## src/rtl/cpu_run_ctrl_pkg.sv

```systemverilog
// Shared state encodings and defaults for the CPU run-control sequencer.
package cpu_run_ctrl_pkg;

  typedef enum logic [2:0] {
    CPURST = 3'd0,
    IDLE   = 3'd1,
    RUN    = 3'd2,
    STEP   = 3'd3,
    STEPW  = 3'd4,
    PAUSED = 3'd5,
    HALTED = 3'd6
  } run_state_e;

  localparam logic [7:0] DEF_HALT_OP     = 8'h08;
  localparam int         DEF_HALT_STABLE = 4;
  localparam int         DEF_RST_CYCLES  = 2;

  // States in which the CPU is allowed to enter/stay in exec.
  function automatic logic is_exec_state(input run_state_e s);
    return (s == RUN) || (s == STEP);
  endfunction

endpackage

```

## src/rtl/cpu_run_ctrl_sat_counter16.sv

```systemverilog
// 16-bit saturating up-counter with synchronous clear; clear beats enable.
module sat_counter16 (
  input  logic        clock,
  input  logic        reset,
  input  logic        clear,
  input  logic        enable,
  output logic [15:0] count
);

  logic [15:0] count_r;

  // Count register: saturates at all-ones instead of wrapping.
  always_ff @(posedge clock) begin
    if (reset) begin
      count_r <= 16'd0;
    end else if (clear) begin
      count_r <= 16'd0;
    end else if (enable && (count_r != 16'hFFFF)) begin
      count_r <= count_r + 16'd1;
    end else begin
      count_r <= count_r;
    end
  end

  assign count = count_r;

endmodule

```

## src/rtl/cpu_run_ctrl.sv

```systemverilog
// Run/pause/step/restart sequencer for the pipelined CPU with HALT detection.
// Optional breakpoint support is built when CPU_BREAKPOINT_EN is defined.
module cpu_run_ctrl
  import cpu_run_ctrl_pkg::*;
#(
  parameter logic [7:0] HALT_OP     = DEF_HALT_OP,
  parameter int         HALT_STABLE = DEF_HALT_STABLE,
  parameter int         RST_CYCLES  = DEF_RST_CYCLES
) (
  input  logic        clock,
  input  logic        reset,
  input  logic        run,
  input  logic        step,
  input  logic        pause,
  input  logic        restart,
  input  logic [7:0]  cpu_i_addr,
  input  logic [15:0] cpu_i_data,
`ifdef CPU_BREAKPOINT_EN
  input  logic [7:0]  bp_addr,
  input  logic        bp_valid,
`endif
  output logic        cpu_enable,
  output logic        cpu_start,
  output logic        cpu_reset_n,
  output logic [2:0]  st,
  output logic        halted,
  output logic        bp_hit,
  output logic [15:0] cycles
);

  run_state_e  state_r, state_s;
  logic [3:0]  rst_cnt_r, rst_cnt_s;
  logic [3:0]  stable_cnt_r, stable_cnt_s;
  logic [7:0]  prev_addr_r;
  logic        cpu_enable_r, cpu_reset_n_r, halted_r, bp_hit_r;
  logic        bp_hit_s, bp_match_s, halt_det_s;
  logic        cyc_inc_s, cyc_clr_s;
  logic        unused_data_s;

  assign unused_data_s = ^cpu_i_data[7:0];

  // HALT detector: consecutive RUN cycles parked on a HALT opcode at one pc.
  always_comb begin
    stable_cnt_s = 4'd0;
    if (restart) begin
      stable_cnt_s = 4'd0;
    end else if ((state_r == RUN) && (cpu_i_addr == prev_addr_r) &&
                 (cpu_i_data[15:8] == HALT_OP)) begin
      stable_cnt_s = stable_cnt_r + 4'd1;
    end else begin
      stable_cnt_s = 4'd0;
    end
  end

  assign halt_det_s = (stable_cnt_s == 4'(HALT_STABLE));

`ifdef CPU_BREAKPOINT_EN
  logic bp_mask_r, bp_mask_s;

  assign bp_match_s = bp_valid && (cpu_i_addr == bp_addr) && !bp_mask_r;

  // Mask keeps a resume at the breakpoint pc from re-hitting until pc moves on.
  always_comb begin
    bp_mask_s = bp_mask_r;
    if (restart) begin
      bp_mask_s = 1'b0;
    end else if ((state_r == PAUSED) && ((state_s == RUN) || (state_s == STEP))) begin
      bp_mask_s = 1'b1;
    end else if (cpu_i_addr != bp_addr) begin
      bp_mask_s = 1'b0;
    end else begin
      bp_mask_s = bp_mask_r;
    end
  end

  // Breakpoint mask register.
  always_ff @(posedge clock) begin
    if (reset) begin
      bp_mask_r <= 1'b0;
    end else begin
      bp_mask_r <= bp_mask_s;
    end
  end
`else
  assign bp_match_s = 1'b0;
`endif

  // Next-state logic; restart outranks every other command.
  always_comb begin
    state_s   = state_r;
    rst_cnt_s = rst_cnt_r;
    bp_hit_s  = 1'b0;
    cyc_inc_s = 1'b0;
    cyc_clr_s = 1'b0;
    if (restart) begin
      state_s   = CPURST;
      rst_cnt_s = 4'd0;
      cyc_clr_s = 1'b1;
    end else begin
      case (state_r)
        CPURST: begin
          if (rst_cnt_r >= 4'(RST_CYCLES - 1)) begin
            state_s   = IDLE;
            rst_cnt_s = 4'd0;
          end else begin
            rst_cnt_s = rst_cnt_r + 4'd1;
          end
        end
        IDLE, PAUSED: begin
          if (pause) begin
            state_s = state_r;
          end else if (step) begin
            state_s = STEP;
          end else if (run) begin
            state_s = RUN;
          end else begin
            state_s = state_r;
          end
        end
        RUN: begin
          cyc_inc_s = 1'b1;
          if (pause) begin
            state_s = PAUSED;
          end else if (halt_det_s) begin
            state_s = HALTED;
          end else if (bp_match_s) begin
            state_s  = PAUSED;
            bp_hit_s = 1'b1;
          end else begin
            state_s = RUN;
          end
        end
        STEP:   state_s = STEPW;
        STEPW: begin
          cyc_inc_s = 1'b1;
          state_s   = PAUSED;
        end
        HALTED: state_s = HALTED;
        default: begin
          state_s   = CPURST;
          rst_cnt_s = 4'd0;
        end
      endcase
    end
  end

  // State, detector and registered CPU-facing outputs.
  always_ff @(posedge clock) begin
    if (reset) begin
      state_r       <= CPURST;
      rst_cnt_r     <= 4'd0;
      stable_cnt_r  <= 4'd0;
      prev_addr_r   <= 8'd0;
      cpu_enable_r  <= 1'b0;
      cpu_reset_n_r <= 1'b0;
      halted_r      <= 1'b0;
      bp_hit_r      <= 1'b0;
    end else begin
      state_r       <= state_s;
      rst_cnt_r     <= rst_cnt_s;
      stable_cnt_r  <= stable_cnt_s;
      prev_addr_r   <= cpu_i_addr;
      cpu_enable_r  <= is_exec_state(state_s);
      cpu_reset_n_r <= (state_s != CPURST);
      halted_r      <= (state_s == HALTED);
      bp_hit_r      <= bp_hit_s;
    end
  end

  sat_counter16 u_cycles (
    .clock  (clock),
    .reset  (reset),
    .clear  (cyc_clr_s),
    .enable (cyc_inc_s),
    .count  (cycles)
  );

  assign cpu_enable  = cpu_enable_r;
  assign cpu_start   = cpu_enable_r;
  assign cpu_reset_n = cpu_reset_n_r;
  assign st          = state_r;
  assign halted      = halted_r;
  assign bp_hit      = bp_hit_r;

endmodule
```

## config.mk

```make
export PLATFORM = sky130hd
export DESIGN_NAME = cpu_run_ctrl
export DESIGN_NICKNAME = d
export VERILOG_FILES = /design/src/rtl/cpu_run_ctrl_pkg.sv /design/src/rtl/cpu_run_ctrl_sat_counter16.sv /design/src/rtl/cpu_run_ctrl.sv
export SDC_FILE = /design/constraint.sdc
export NUM_CORES = 1
export LEC_CHECK = 0
export BUFFER_PORTS_ARGS = -buffer_cell sky130_fd_sc_hd__buf_2
export CORE_ASPECT_RATIO = 1.5
export CORE_MARGIN = 3
export CORE_UTILIZATION = 40
export CTS_BUF_LIST = sky130_fd_sc_hd__clkbuf_8 sky130_fd_sc_hd__clkbuf_16
export DETAILED_ROUTE_END_ITERATION = 16
export GPL_ROUTABILITY_DRIVEN = 0
export PLACE_DENSITY_LB_ADDON = 0.05
export SLEW_MARGIN = 5
export SYNTH_ARGS = -nofsm -noshare
export SYNTH_HDL_FRONTEND = slang
export SYNTH_SLANG_ARGS = --single-unit
export TNS_END_PERCENT = 100
```

## constraint.sdc

```tcl
create_clock -name clock -period 2 [get_ports clock]
set_input_delay 0.1 -clock clock [delete_from_list [all_inputs] [get_ports clock]]
set_output_delay 0.1 -clock clock [all_outputs]
set_load 0.01 [all_outputs]
```

-- Word level (Yosys, flattened, before mapping)
Index checks and enable logic that the tools add are counted.
- register bits: 38
- input bits: 30
- output and inout bits: 24
- word-level logic and storage cells: 51
- $add $sub $neg: 3
- magnitude comparators: 1
- eq/ne operators: 13
- muxes and demuxes: 15
- reductions and logical operators: 11
- operators with widths (kind ; count):
    2-to-1 mux 3 bit ; 7
    one-hot mux 3 bit (6 select lines) ; 1
    adder 16 x 1 -> 16 bit (second input constant) ; 1
    != test 16 bit (second input constant) ; 1
    == test 3 x 2 -> 1 bit (second input constant) ; 4
    == test 3 bit (second input constant) ; 4
    2-to-1 mux 4 bit ; 3
    adder 4 x 1 -> 4 bit (second input constant) ; 2
    == test 8 x 4 -> 1 bit (second input constant) ; 1
    == test 8 bit ; 1
    one-hot mux 4 bit (2 select lines) ; 1
    OR reduction 2 bit ; 4
    OR reduction 6 bit ; 1
    == test 4 x 3 -> 1 bit (second input constant) ; 1
    >= comparator 4 x 1 -> 1 bit (second input constant) ; 1
    == test 3 x 1 -> 1 bit (second input constant) ; 1
    logical AND 1 bit ; 3
    zero test 3 bit ; 1
    2-to-1 mux 1 bit ; 3
    nonzero test 3 bit ; 1
    logical OR 1 bit ; 1

-- Logic depth before layout (Yosys ltp)
Gate-level depths: netlist of run 1.
- depth after elaboration: 12
- mapped depth: 8
- mapped depth without buffers: 6

-- By module
A second synthesis of run 1 with hierarchy kept.
- cells, all modules: 210
- area, all modules: 1945.6 sq um
- by module, submodules not included (module ; times used ; cells an instance ; area an instance (sq um) ; sequential area each (sq um)):
    cpu_run_ctrl ; 1 ; 108 ; 1028.5 ; 440.4
    sat_counter16 ; 1 ; 102 ; 917.1 ; 320.3

-- Worst setup path before layout of run 1
OpenSTA, ideal clock, no wires.
- path type: reg2reg
- start point: reg u_cycles.count_r[0] (netlist: u_cycles.count[0])
- end point: reg u_cycles.count_r[8] (netlist: u_cycles.count[8])
- library setup time: 126 ps
- data arrival time: 1601 ps
- required time: 1874 ps
- slack: 273 ps
- stages on the path, launching flop included: 9
- path buffers: 2
- clock period less this slack: 1727 ps
- cell sequence: dfxtp_1 > ha_1 > and3_1 > and4b_1 > buf_4 > buf_6 > nor3_1 > xnor2_1 > nor2_1
- cells in the longest elaborated chain, start to end: 2
- elaborated cells on any way between the ends: 3
- classes of those cells: 1 x add/sub; 1 x eq/ne; 1 x reduce/logical
- ends and longest elaborated chain (what ; RTL line ; source):
    start, declared ; cpu_run_ctrl_sat_counter16.sv:10 ; logic [15:0] count_r;
    start signal, assigned ; cpu_run_ctrl_sat_counter16.sv:19 ; count_r <= count_r + 16'd1;
    start signal, assigned ; cpu_run_ctrl_sat_counter16.sv:21 ; count_r <= count_r;
    parallel branches: the longest is 2 deep, another holds adder 16 x 1 -> 16 bit ; -- ;
Several ways; the timed one is not identified.
A chain may end at the register's enable or synchronous reset.

-- Worst setup path after layout of run 1
- start point: reg u_cycles.count_r[0] (netlist: u_cycles.count[0])
- end point: reg u_cycles.count_r[13] (netlist: u_cycles.count[13])
The elaborated chain is that of the path after synthesis.

==> qor.csv, run 1 <==
stage;metric;value;unit
clock_network;Inserted Clock Buffers;5;
synthesis;synth unique cells;49;
cells_and_area;Total Nets Final;272;
clock_network;clock tree from TritonCTS;done;
cells_and_area;share of cells above drive strength 1;32.6;%
timing;worst hold-check slack;0.0600;ns
clock_network;Clk Latency, worst-skew pair;0.28;ns
clock_network;cell at the root of the clock tree;sky130_fd_sc_hd__clkbuf_8;
worst_hold_path;cell count of the worst hold path;2;
critical_path;endpoint kind of the worst setup timing path;flop;
timing;endpoints failing setup;0;
synthesis;ys async rst share;0;%
floorplanning;number of top-level design ports;54;
synthesis;cell types with the highest counts after synthesis;sky130_fd_sc_hd__dfxtp_1, sky130_fd_sc_hd__nor2_1, sky130_fd_sc_hd__xnor2_1;
synthesis;most common flop cell mapped by yosys;sky130_fd_sc_hd__dfxtp_1;
clock_network;CTS max path bufs;2;
global_routing;via count of the first global-routing pass;1459;
timing;max-slew violation count;0;
worst_hold_path;Tightest Hold Check Type;input pin to flop;
detailed_routing;vias per cell;5.21;
clock_network;clock tree sinks;38;
floorplanning;Cell Rows;29;
synthesis;share of the yosys chip area belonging to registers;40.6;%
clock_network;Gates resized, CTS repair;0;
detailed_routing;length of the first detailed-routing pass in iterations;4;
cells_and_area;post-route core utilization;50.0;%
timing;setup repair after global routing missed its margin;false;
clock_network;Clk pin slew, worst setup/hold paths;0.07;ns
synthesis;area of the mapped netlist;1870;µm²
floorplanning;area of the core region;4350;µm²
detailed_routing;met2 wire length;1880;µm
synthesis;number of synthesized flops with an enable pin;0;
detailed_routing;total length of routed wires;3650;µm
synthesis;synthesized netlist cell count;194;
global_routing;wire length of the first global-routing pass;6270;µm
critical_path;logic depth of the worst register-to-register path;7;
cells_and_area;final cell count without fillers;282;
critical_path;Crit path arrival time;2.02;ns
floorplanning;initial core utilization;43.0;%
cells_and_area;Synth-to-Final Area Change;16.4;%
pwr;leakage power total;0.870;nW
synthesis;share of Yosys cell area claimed by the top area cell type;40.6;%
synthesis;synthesized netlist net count;229;
detailed_routing;Detailed Route Iter0 Violations;59;
critical_path;worst-path fanout max;16;
floorplanning;Chip Height;89.8;µm
timing;minimum clock period;1.84;ns
synthesis;yosys synthesis warning count;0;
cells_and_area;antenna cells;0;
detailed_routing;Via Count;1469;
global_routing;pin count of the biggest net entering global routing;24;
clock_network;hold buffers post-CTS;0;
global_routing;Global Route Usage Sum;14.5;%
floorplanning;Chip Width;61.9;µm
pwr;cell area power density;642;nW/µm²
clock_network;H-tree depth;2;
clock_network;Post-CTS Setup Bufs;0;
synthesis;Synth area leader;sky130_fd_sc_hd__dfxtp_1;
timing;Worst Slack Setup Final;0.157;ns
timing;share of the clock period used by the worst path;92.2;%
detailed_routing;M1 WL;1510;µm
timing;Achievable Freq;0.542;GHz
synthesis;library cell with the highest instance count after synthesis;sky130_fd_sc_hd__dfxtp_1;
timing;post-route clock skew;0.00781;ns
detailed_routing;average routed wire per standard cell;13.0;µm
place;Post-DP Area;2100;µm²
detailed_routing;length of routed met3 wiring;203;µm
synthesis;syn avg cell area;9.65;µm²
critical_path;kind of launch point of the worst setup path;flop;
detailed_routing;Remaining DRCs;0;
pwr;total power consumption of the routed design;1.40;mW
pwr;Peak supply drop;416;µV
timing;final hold violation count;0;
global_routing;initial antenna violation count;0;
detailed_routing;final antenna-violating net count;0;
place;Cell Count Post-Placement;276;
cells_and_area;final non-filler cell area;2180;µm²
timing;Setup Total Neg Slack;0;ns
place;count of buffers from port buffering;44;
job;max-cap viol count;0;
critical_path;Critical Setup Path Class;flop to flop;
place;placed wire-length estimate after detailed placement;2850;µm
critical_path;Crit path required time;2.18;ns
synthesis;largest cells by area after synthesis;sky130_fd_sc_hd__dfxtp_1, sky130_fd_sc_hd__xnor2_1, sky130_fd_sc_hd__nor2_1;
synthesis;number of register bits inferred by synthesis;38;
global_routing;gr ovfl total;0;
run_status;run status;complete, no violations;
floorplanning;Die Footprint;5550;µm²
place;worst setup timing slack at the placement stage;0.162;ns
detailed_routing;uppermost metal layer occupied by signal nets;met4;
-- flip-flops by register name, summed over array words and instances, names as in the netlist --
name and cells:
u_cycles.count 16, st 3, prev_addr_r 8, rst_cnt_r 4, cpu_enable 1, stable_cnt_r 4
cpu_reset_n 1, halted 1
-- cells by family after synthesis --
group / Yosys count / synth area share (%)
buf+inv: 13 / 4.75
xor+xnor: 24 / 11.6
fa+ha+maj: 5 / 3.34
compound gates: 20 / 7.15
flops: 38 / 40.6
simple gates: 93 / 32.3
other cells: 1 / 0.200
-- worst paths after layout --
| path | startpoint | end | slack [ns] |
|---|---|---|---|
| max | u_cycles.count[0] | u_cycles.count[13] | 0.16 |
| min | cpu_i_addr[5] | prev_addr_r[5] | 0.06 |
| max reg2reg | u_cycles.count[0] | u_cycles.count[13] | 0.16 |
| min reg2reg | stable_cnt_r[0] | stable_cnt_r[0] | 0.48 |
-- routing by layer --
layer	vias up	GRT usage, %
met5	-	0
met4	0	6.19
met3	7	3.58
met2	44	24.9
met1	674	16.2
li1	744	-
-- power breakdown --
group	switching [mW]	internal, mW	total [mW]
clock network	0.241	0.266	0.507
logic	0.0561	0.0525	0.109
registers	0.0113	0.772	0.783
-- layout make-up --
cell class	instances	area (µm²)
timing repair buffer	45	240
sequential	38	761
clock buffer	6	82.6
inverter	4	15.0
multi-input combinational	143	1020
fill	433	2180
tap	46	57.6
-- cells in the final DEF, fill, tap and decap left out, types with 2 or more instances in the layout --
| cell type | instances |
|---|---|
| sky130_fd_sc_hd__and4_1 | 2 |
| sky130_fd_sc_hd__nor2_1 | 25 |
| sky130_fd_sc_hd__nand3_1 | 5 |
| sky130_fd_sc_hd__nor4_2 | 3 |
| sky130_fd_sc_hd__a21oi_1 | 4 |
| sky130_fd_sc_hd__clkbuf_8 | 6 |
| sky130_fd_sc_hd__ha_1 | 5 |
| sky130_fd_sc_hd__inv_1 | 4 |
| sky130_fd_sc_hd__xor2_1 | 2 |
| sky130_fd_sc_hd__and3_1 | 2 |
| sky130_fd_sc_hd__nor3_1 | 6 |
| sky130_fd_sc_hd__o21ai_0 | 6 |
| sky130_fd_sc_hd__and2_1 | 2 |
| sky130_fd_sc_hd__nand2b_1 | 2 |
| sky130_fd_sc_hd__and3_2 | 2 |
| sky130_fd_sc_hd__nand4_1 | 5 |
| sky130_fd_sc_hd__and4b_1 | 2 |
| sky130_fd_sc_hd__dfxtp_1 | 38 |
| sky130_fd_sc_hd__xnor2_1 | 21 |
| sky130_fd_sc_hd__nand2_1 | 7 |
| sky130_fd_sc_hd__a22oi_1 | 2 |
| sky130_fd_sc_hd__nor2b_1 | 10 |
| sky130_fd_sc_hd__buf_2 | 44 |
| sky130_fd_sc_hd__nor3b_2 | 3 |
| sky130_fd_sc_hd__nor3_2 | 4 |
| sky130_fd_sc_hd__nor2_2 | 3 |
-- critical path, cell delays in order, from the launching register on --
cell                      delay [ns]
sky130_fd_sc_hd__dfxtp_1        0.35
sky130_fd_sc_hd__ha_1           0.23
sky130_fd_sc_hd__and3_1         0.19
sky130_fd_sc_hd__and4b_1        0.23
sky130_fd_sc_hd__buf_12         0.16
sky130_fd_sc_hd__nor3_2         0.24
sky130_fd_sc_hd__a31oi_1        0.12
sky130_fd_sc_hd__a41o_1         0.21
Note: power is estimated with default switching activity, not from simulation.
==> run 2: changes to the inputs <==
==> constraint.sdc (replaced) <==
create_clock -name clock -period 1.55 [get_ports clock]
set_input_delay 0.0775 -clock clock [delete_from_list [all_inputs] [get_ports clock]]
set_output_delay 0.0775 -clock clock [all_outputs]
set_load 0.01 [all_outputs]
==> qor.csv, run 2 (synthesis gave the netlist of run 1 again) <==
stage;metric;value;unit
clock_network;clock tree from TritonCTS;done;
global_routing;wire length of the first global-routing pass;6850;µm
global_routing;via count of the first global-routing pass;1589;
detailed_routing;total length of routed wires;3980;µm
floorplanning;initial core utilization;43.0;%
clock_network;clock tree sinks;38;
cells_and_area;flip-flop count of the largest register after layout;16;
pwr;total power consumption of the routed design;1.98;mW
critical_path;Critical R2R Capture;u_cycles.count[11];
global_routing;GR met1 Demand/Resource;19.3;%
clock_network;CTS max path bufs;2;
floorplanning;Cell Rows;29;
critical_path;Crit path required time;1.72;ns
detailed_routing;vias per cell;5.05;
cells_and_area;commonest non-fill, non-tap cell in the layout;sky130_fd_sc_hd__buf_2;
job;max-cap viol count;0;
detailed_routing;length of the first detailed-routing pass in iterations;4;
worst_hold_path;source of the worst hold timing path;cpu_i_addr[0];
critical_path;kind of launch point of the worst setup path;flop;
floorplanning;Die Footprint;5550;µm²
timing;post-route clock skew;0.00555;ns
detailed_routing;average routed wire per standard cell;13.0;µm
global_routing;Global Route Usage Sum;16.0;%
timing;share of the clock period used by the worst path;106;%
place;count of buffers from port buffering;44;
critical_path;Crit path arrival time;1.81;ns
worst_hold_path;hold path endpoint;prev_addr_r[0];
critical_path;worst-path fanout max;8;
global_routing;met3 layer usage reported by global route;4.58;%
pwr;Peak supply drop;714;µV
clock_network;Inserted Clock Buffers;5;
worst_hold_path;Tightest Hold Check Type;input pin to flop;
clock_network;H-tree depth;2;
detailed_routing;final antenna-violating net count;0;
clock_network;Clk pin slew, worst setup/hold paths;0.07;ns
critical_path;launch point of the worst reg-to-reg path;u_cycles.count[0];
global_routing;GRT Max-Usage Layer;met2;
worst_hold_path;cell count of the worst hold path;2;
run_status;failing checks;setup timing;
place;placed wire-length estimate after detailed placement;3170;µm
floorplanning;Chip Width;61.9;µm
global_routing;initial antenna violation count;0;
critical_path;buffering stage count on the worst path with inverters included;2;
critical_path;slack of the worst reg-to-reg path;-0.09;ns
detailed_routing;Detailed Route Iter0 Violations;73;
floorplanning;number of top-level design ports;54;
cells_and_area;antenna cells;0;
timing;setup repair after global routing missed its margin;true;
clock_network;Clk Latency, worst-skew pair;0.29;ns
critical_path;logic depth of the worst register-to-register path;8;
global_routing;GR Util met2;26.1;%
clock_network;cell at the root of the clock tree;sky130_fd_sc_hd__clkbuf_8;
pwr;cell area power density;802;nW/µm²
cells_and_area;share of cells above drive strength 1;43.3;%
cells_and_area;post-route core utilization;56.8;%
place;Post-DP Area;2290;µm²
floorplanning;area of the core region;4350;µm²
global_routing;pin count of the biggest net entering global routing;14;
critical_path;critical path cell sequence;ha_4 > and3_1 > and4b_1 > buf_12 > nor3_4 > buf_4 > xnor2_1 > nor2_1;
timing;Achievable Freq;0.611;GHz
timing;endpoints failing setup;10;
cells_and_area;final non-filler cell area;2470;µm²
timing;final hold violation count;0;
cells_and_area;highest-count cells in the layout ignoring fill and taps;sky130_fd_sc_hd__buf_2, sky130_fd_sc_hd__dfxtp_1, sky130_fd_sc_hd__nor2_1;
run_status;run status;finished with violations;
critical_path;slowest cell on the critical path;sky130_fd_sc_hd__dfxtp_4;
detailed_routing;Via Count;1551;
cells_and_area;Synth-to-Final Area Change;32.2;%
pwr;leakage power total;1.01;nW
global_routing;gr ovfl total;0;
critical_path;critical path's top delay family;simple AND/OR/NAND/NOR gates;
detailed_routing;Remaining DRCs;0;
floorplanning;Chip Height;89.8;µm
cells_and_area;Total Nets Final;295;
timing;max-slew violation count;0;
critical_path;endpoint kind of the worst setup timing path;flop;
critical_path;Critical Setup Path Class;flop to flop;
timing;minimum clock period;1.64;ns
timing;Worst Slack Setup Final;-0.0874;ns
critical_path;max incr delay on CP;0.35;ns
## run 2: worst max-delay path by stage
stage | end | from | slack (ns) | cells after the start
floorplan | u_cycles.count[7] | u_cycles.count[0] | -0.02 | 8
global placement | u_cycles.count[12] | u_cycles.count[0] | -0.05 | 7
detailed placement | u_cycles.count[12] | u_cycles.count[0] | -0.09 | 7
CTS | u_cycles.count[3] | u_cycles.count[0] | -0.08 | 6
global route | u_cycles.count[11] | u_cycles.count[0] | -0.16 | 8
finish | u_cycles.count[11] | u_cycles.count[0] | -0.09 | 8
## run 2: cell type report
cell class              count  area, µm²
flip-flops and latches     38        772
well taps                  46       57.6
multi-input cells         143       1110
clock inverters             3       40.0
clock buffers               5       68.8
inverters                   4       15.0
repair buffers             68        413
fillers                   411       1880
## run 2: worst reg2reg max path, stage by stage, from the launching register on
cell and delay (ns):
sky130_fd_sc_hd__dfxtp_4 0.35, sky130_fd_sc_hd__ha_4 0.15, sky130_fd_sc_hd__and3_1 0.16, sky130_fd_sc_hd__and4b_1 0.22, sky130_fd_sc_hd__buf_12 0.16, sky130_fd_sc_hd__nor3_4 0.17
sky130_fd_sc_hd__buf_4 0.14, sky130_fd_sc_hd__xnor2_1 0.11, sky130_fd_sc_hd__nor2_1 0.05
## run 2: repair_timing
item | in CTS | in global routing
buffers inserted | 0 | 1
hold buffers | 0 | 0
gates resized for setup | 5 | 6
endpoints found under the setup margin | 11 | 24
pin swaps | 4 | 2
## run 2: stage by stage
stage	setup slack [ns]	setup TNS, ns	cells	hold WS [ns]
finish	-0.0874	-0.465	307	0.0198
global route	-0.163	-1.70	307	0.00520
CTS	-0.0838	-0.455	306	0.0133
detailed placement	-0.0937	-0.475	298	0.322
global placement	-0.0505	-0.269	298	0.314
floorplan	-0.0205	-0.0931	194	0.149
## run 2: power breakdown
part / leakage (nW) / internal (mW) / switching (mW)
registers: 0.312 / 0.993 / 0.0116
clock network: 0.0579 / 0.473 / 0.344
logic: 0.641 / 0.0806 / 0.0818
## run 2: per-layer routing
metal,wire [µm],part of all wire [%],up-vias
li1,-,-,794
met1,1640,41,697
met2,2040,51,55
met3,240,6.0,5
met4,65,1.6,0
met5,0,0,-
==> run 3: changes to the inputs <==
--- a/config.mk
+++ b/config.mk
@@ -12,6 +12,7 @@
 export CTS_BUF_LIST = sky130_fd_sc_hd__clkbuf_8 sky130_fd_sc_hd__clkbuf_16
 export DETAILED_ROUTE_END_ITERATION = 16
 export GPL_ROUTABILITY_DRIVEN = 0
+export HOLD_SLACK_MARGIN = 0.06
 export PLACE_DENSITY_LB_ADDON = 0.05
 export SLEW_MARGIN = 5
 export SYNTH_ARGS = -nofsm -noshare
==> constraint.sdc (replaced) <==
create_clock -name clock -period 1.9 [get_ports clock]
set_input_delay 0.095 -clock clock [delete_from_list [all_inputs] [get_ports clock]]
set_output_delay 0.095 -clock clock [all_outputs]
set_load 0.01 [all_outputs]
==> qor.csv, run 3 (synthesis gave the netlist of run 1 again) <==
stage;metric;value;unit
place;count of buffers from port buffering;44;
clock_network;Clk pin slew, worst setup/hold paths;0.07;ns
timing;minimum clock period;1.74;ns
critical_path;launch point of the worst reg-to-reg path;u_cycles.count[1];
floorplanning;number of top-level design ports;54;
pwr;Peak supply drop;584;µV
floorplanning;Cell Rows;29;
clock_network;cell at the root of the clock tree;sky130_fd_sc_hd__clkbuf_8;
run_status;run status;complete, no violations;
critical_path;Crit path required time;2.07;ns
critical_path;kind of launch point of the worst setup path;flop;
critical_path;worst-path fanout max;5;
detailed_routing;length of routed met3 wiring;204;µm
global_routing;gr ovfl total;0;
timing;max-slew violation count;0;
detailed_routing;Detailed Route Iter0 Violations;49;
cells_and_area;antenna cells;0;
detailed_routing;vias per cell;5.15;
timing;final hold violation count;0;
detailed_routing;average routed wire per standard cell;12.8;µm
timing;worst hold-check slack;0.0725;ns
timing;post-route clock skew;0.00322;ns
detailed_routing;M1 WL;1540;µm
detailed_routing;Remaining DRCs;0;
clock_network;Clk Latency, worst-skew pair;0.29;ns
critical_path;Crit path arrival time;1.91;ns
detailed_routing;Via Count;1524;
place;placed wire-length estimate after detailed placement;2900;µm
clock_network;Inserted Clock Buffers;5;
timing;endpoints failing setup;0;
cells_and_area;Synth-to-Final Area Change;21.9;%
floorplanning;initial core utilization;43.0;%
worst_hold_path;cell count of the worst hold path;2;
global_routing;wire length of the first global-routing pass;6390;µm
timing;Setup Total Neg Slack;0;ns
pwr;leakage power total;0.933;nW
timing;setup repair after global routing missed its margin;false;
detailed_routing;met2 wire length;1970;µm
cells_and_area;Total Nets Final;284;
floorplanning;Chip Width;61.9;µm
floorplanning;Chip Height;89.8;µm
cells_and_area;flip-flop count of the largest register after layout;16;
floorplanning;Die Footprint;5550;µm²
detailed_routing;length of the first detailed-routing pass in iterations;4;
cells_and_area;commonest non-fill, non-tap cell in the layout;sky130_fd_sc_hd__buf_2;
clock_network;clock tree sinks;38;
global_routing;via count of the first global-routing pass;1508;
timing;Achievable Freq;0.574;GHz
floorplanning;area of the core region;4350;µm²
worst_hold_path;source of the worst hold timing path;cpu_i_addr[2];
pwr;total power consumption of the routed design;1.51;mW
pwr;cell area power density;664;nW/µm²
clock_network;Gates resized, CTS repair;0;
cells_and_area;highest-count cells in the layout ignoring fill and taps;sky130_fd_sc_hd__buf_2, sky130_fd_sc_hd__dfxtp_1, sky130_fd_sc_hd__nor2_1;
timing;share of the clock period used by the worst path;91.6;%
cells_and_area;share of cells above drive strength 1;33.2;%
critical_path;Critical R2R Capture;u_cycles.count[9];
global_routing;pin count of the biggest net entering global routing;24;
worst_hold_path;Tightest Hold Check Type;input pin to flop;
detailed_routing;uppermost metal layer occupied by signal nets;met4;
job;max-cap viol count;0;
critical_path;slack of the worst reg-to-reg path;0.16;ns
global_routing;initial antenna violation count;0;
critical_path;endpoint kind of the worst setup timing path;flop;
cells_and_area;number of fillers in the final layout;434;
critical_path;logic depth of the worst register-to-register path;7;
clock_network;H-tree depth;2;
critical_path;Critical Setup Path Class;flop to flop;
clock_network;clock tree from TritonCTS;done;
global_routing;Global Route Usage Sum;14.9;%
place;worst setup timing slack at the placement stage;0.145;ns
detailed_routing;total length of routed wires;3800;µm
timing;Worst Slack Setup Final;0.159;ns
detailed_routing;final antenna-violating net count;0;
clock_network;CTS max path bufs;2;
worst_hold_path;hold path endpoint;prev_addr_r[2];
cells_and_area;post-route core utilization;52.4;%
## run 3: cell types whose count changed in the layout (fill, tap and decap cells not counted), moves of 3 or more
cell                            delta
sky130_fd_sc_hd__nor3_1            +3
sky130_fd_sc_hd__buf_4            -17
sky130_fd_sc_hd__nor4_4            -3
sky130_fd_sc_hd__dfxtp_2           -3
sky130_fd_sc_hd__dfxtp_1           +5
sky130_fd_sc_hd__nor4_2            +3
sky130_fd_sc_hd__dlygate4sd3_1     +7
## run 3: layout make-up
cell class,instances,area (µm²),area share [%]
clock inverters,2,8.76,0.384
multi-input cells,143,1020,44.8
repair buffers,57,335,14.7
flip-flops and latches,38,761,33.3
clock buffers,6,82.6,3.62
inverters,4,15.0,0.658
well taps,46,57.6,2.52
## run 3: worst max-delay path by stage
stage                                  from                end  slack (ns)  depth (start not counted)
after global placement    u_cycles.count[1]  u_cycles.count[9]        0.16                          7
after floorplan           u_cycles.count[0]  u_cycles.count[8]        0.17                          8
after global routing      u_cycles.count[1]  u_cycles.count[8]        0.02                          7
final                     u_cycles.count[1]  u_cycles.count[9]        0.16                          7
after detailed placement  u_cycles.count[1]  u_cycles.count[9]        0.15                          7
after CTS                 u_cycles.count[1]  u_cycles.count[9]        0.14                          7
## run 3: worst max-delay path, stage by stage (launching register included)
cell                      delay, ns
sky130_fd_sc_hd__dfxtp_1       0.33
sky130_fd_sc_hd__ha_1          0.20
sky130_fd_sc_hd__and3_1        0.17
sky130_fd_sc_hd__and4b_1       0.27
sky130_fd_sc_hd__buf_4         0.19
sky130_fd_sc_hd__nor4b_4       0.27
sky130_fd_sc_hd__xnor2_1       0.14
sky130_fd_sc_hd__nor2_1        0.05
## run 3: stage by stage
| stage | std cells | area [µm²] |
|---|---|---|
| 6_report | 296 | 2280 |
| 5_1_grt | 296 | 2280 |
| 4_1_cts | 296 | 2280 |
| 3_5_place_dp | 281 | 2120 |
| 3_3_place_gp | 281 | 2120 |
| 2_1_floorplan | 194 | 1870 |
## run 3: where the power goes
group          switching (mW)  internal, mW
logic                  0.0617        0.0648
clock network           0.277         0.287
registers              0.0116         0.812
total                   0.350          1.16
## run 3: layer usage
layer,up-vias,global-route usage [%]
li1,768,-
met5,-,0
met1,704,16.0
met2,44,25.2
met3,8,4.58
met4,0,6.90
## run 3: repair_timing
action	CTS	global route
hold buffers	7	0
setup buffers	0	0
endpoints found under the hold margin	7	0
setup endpoints to repair	0	0
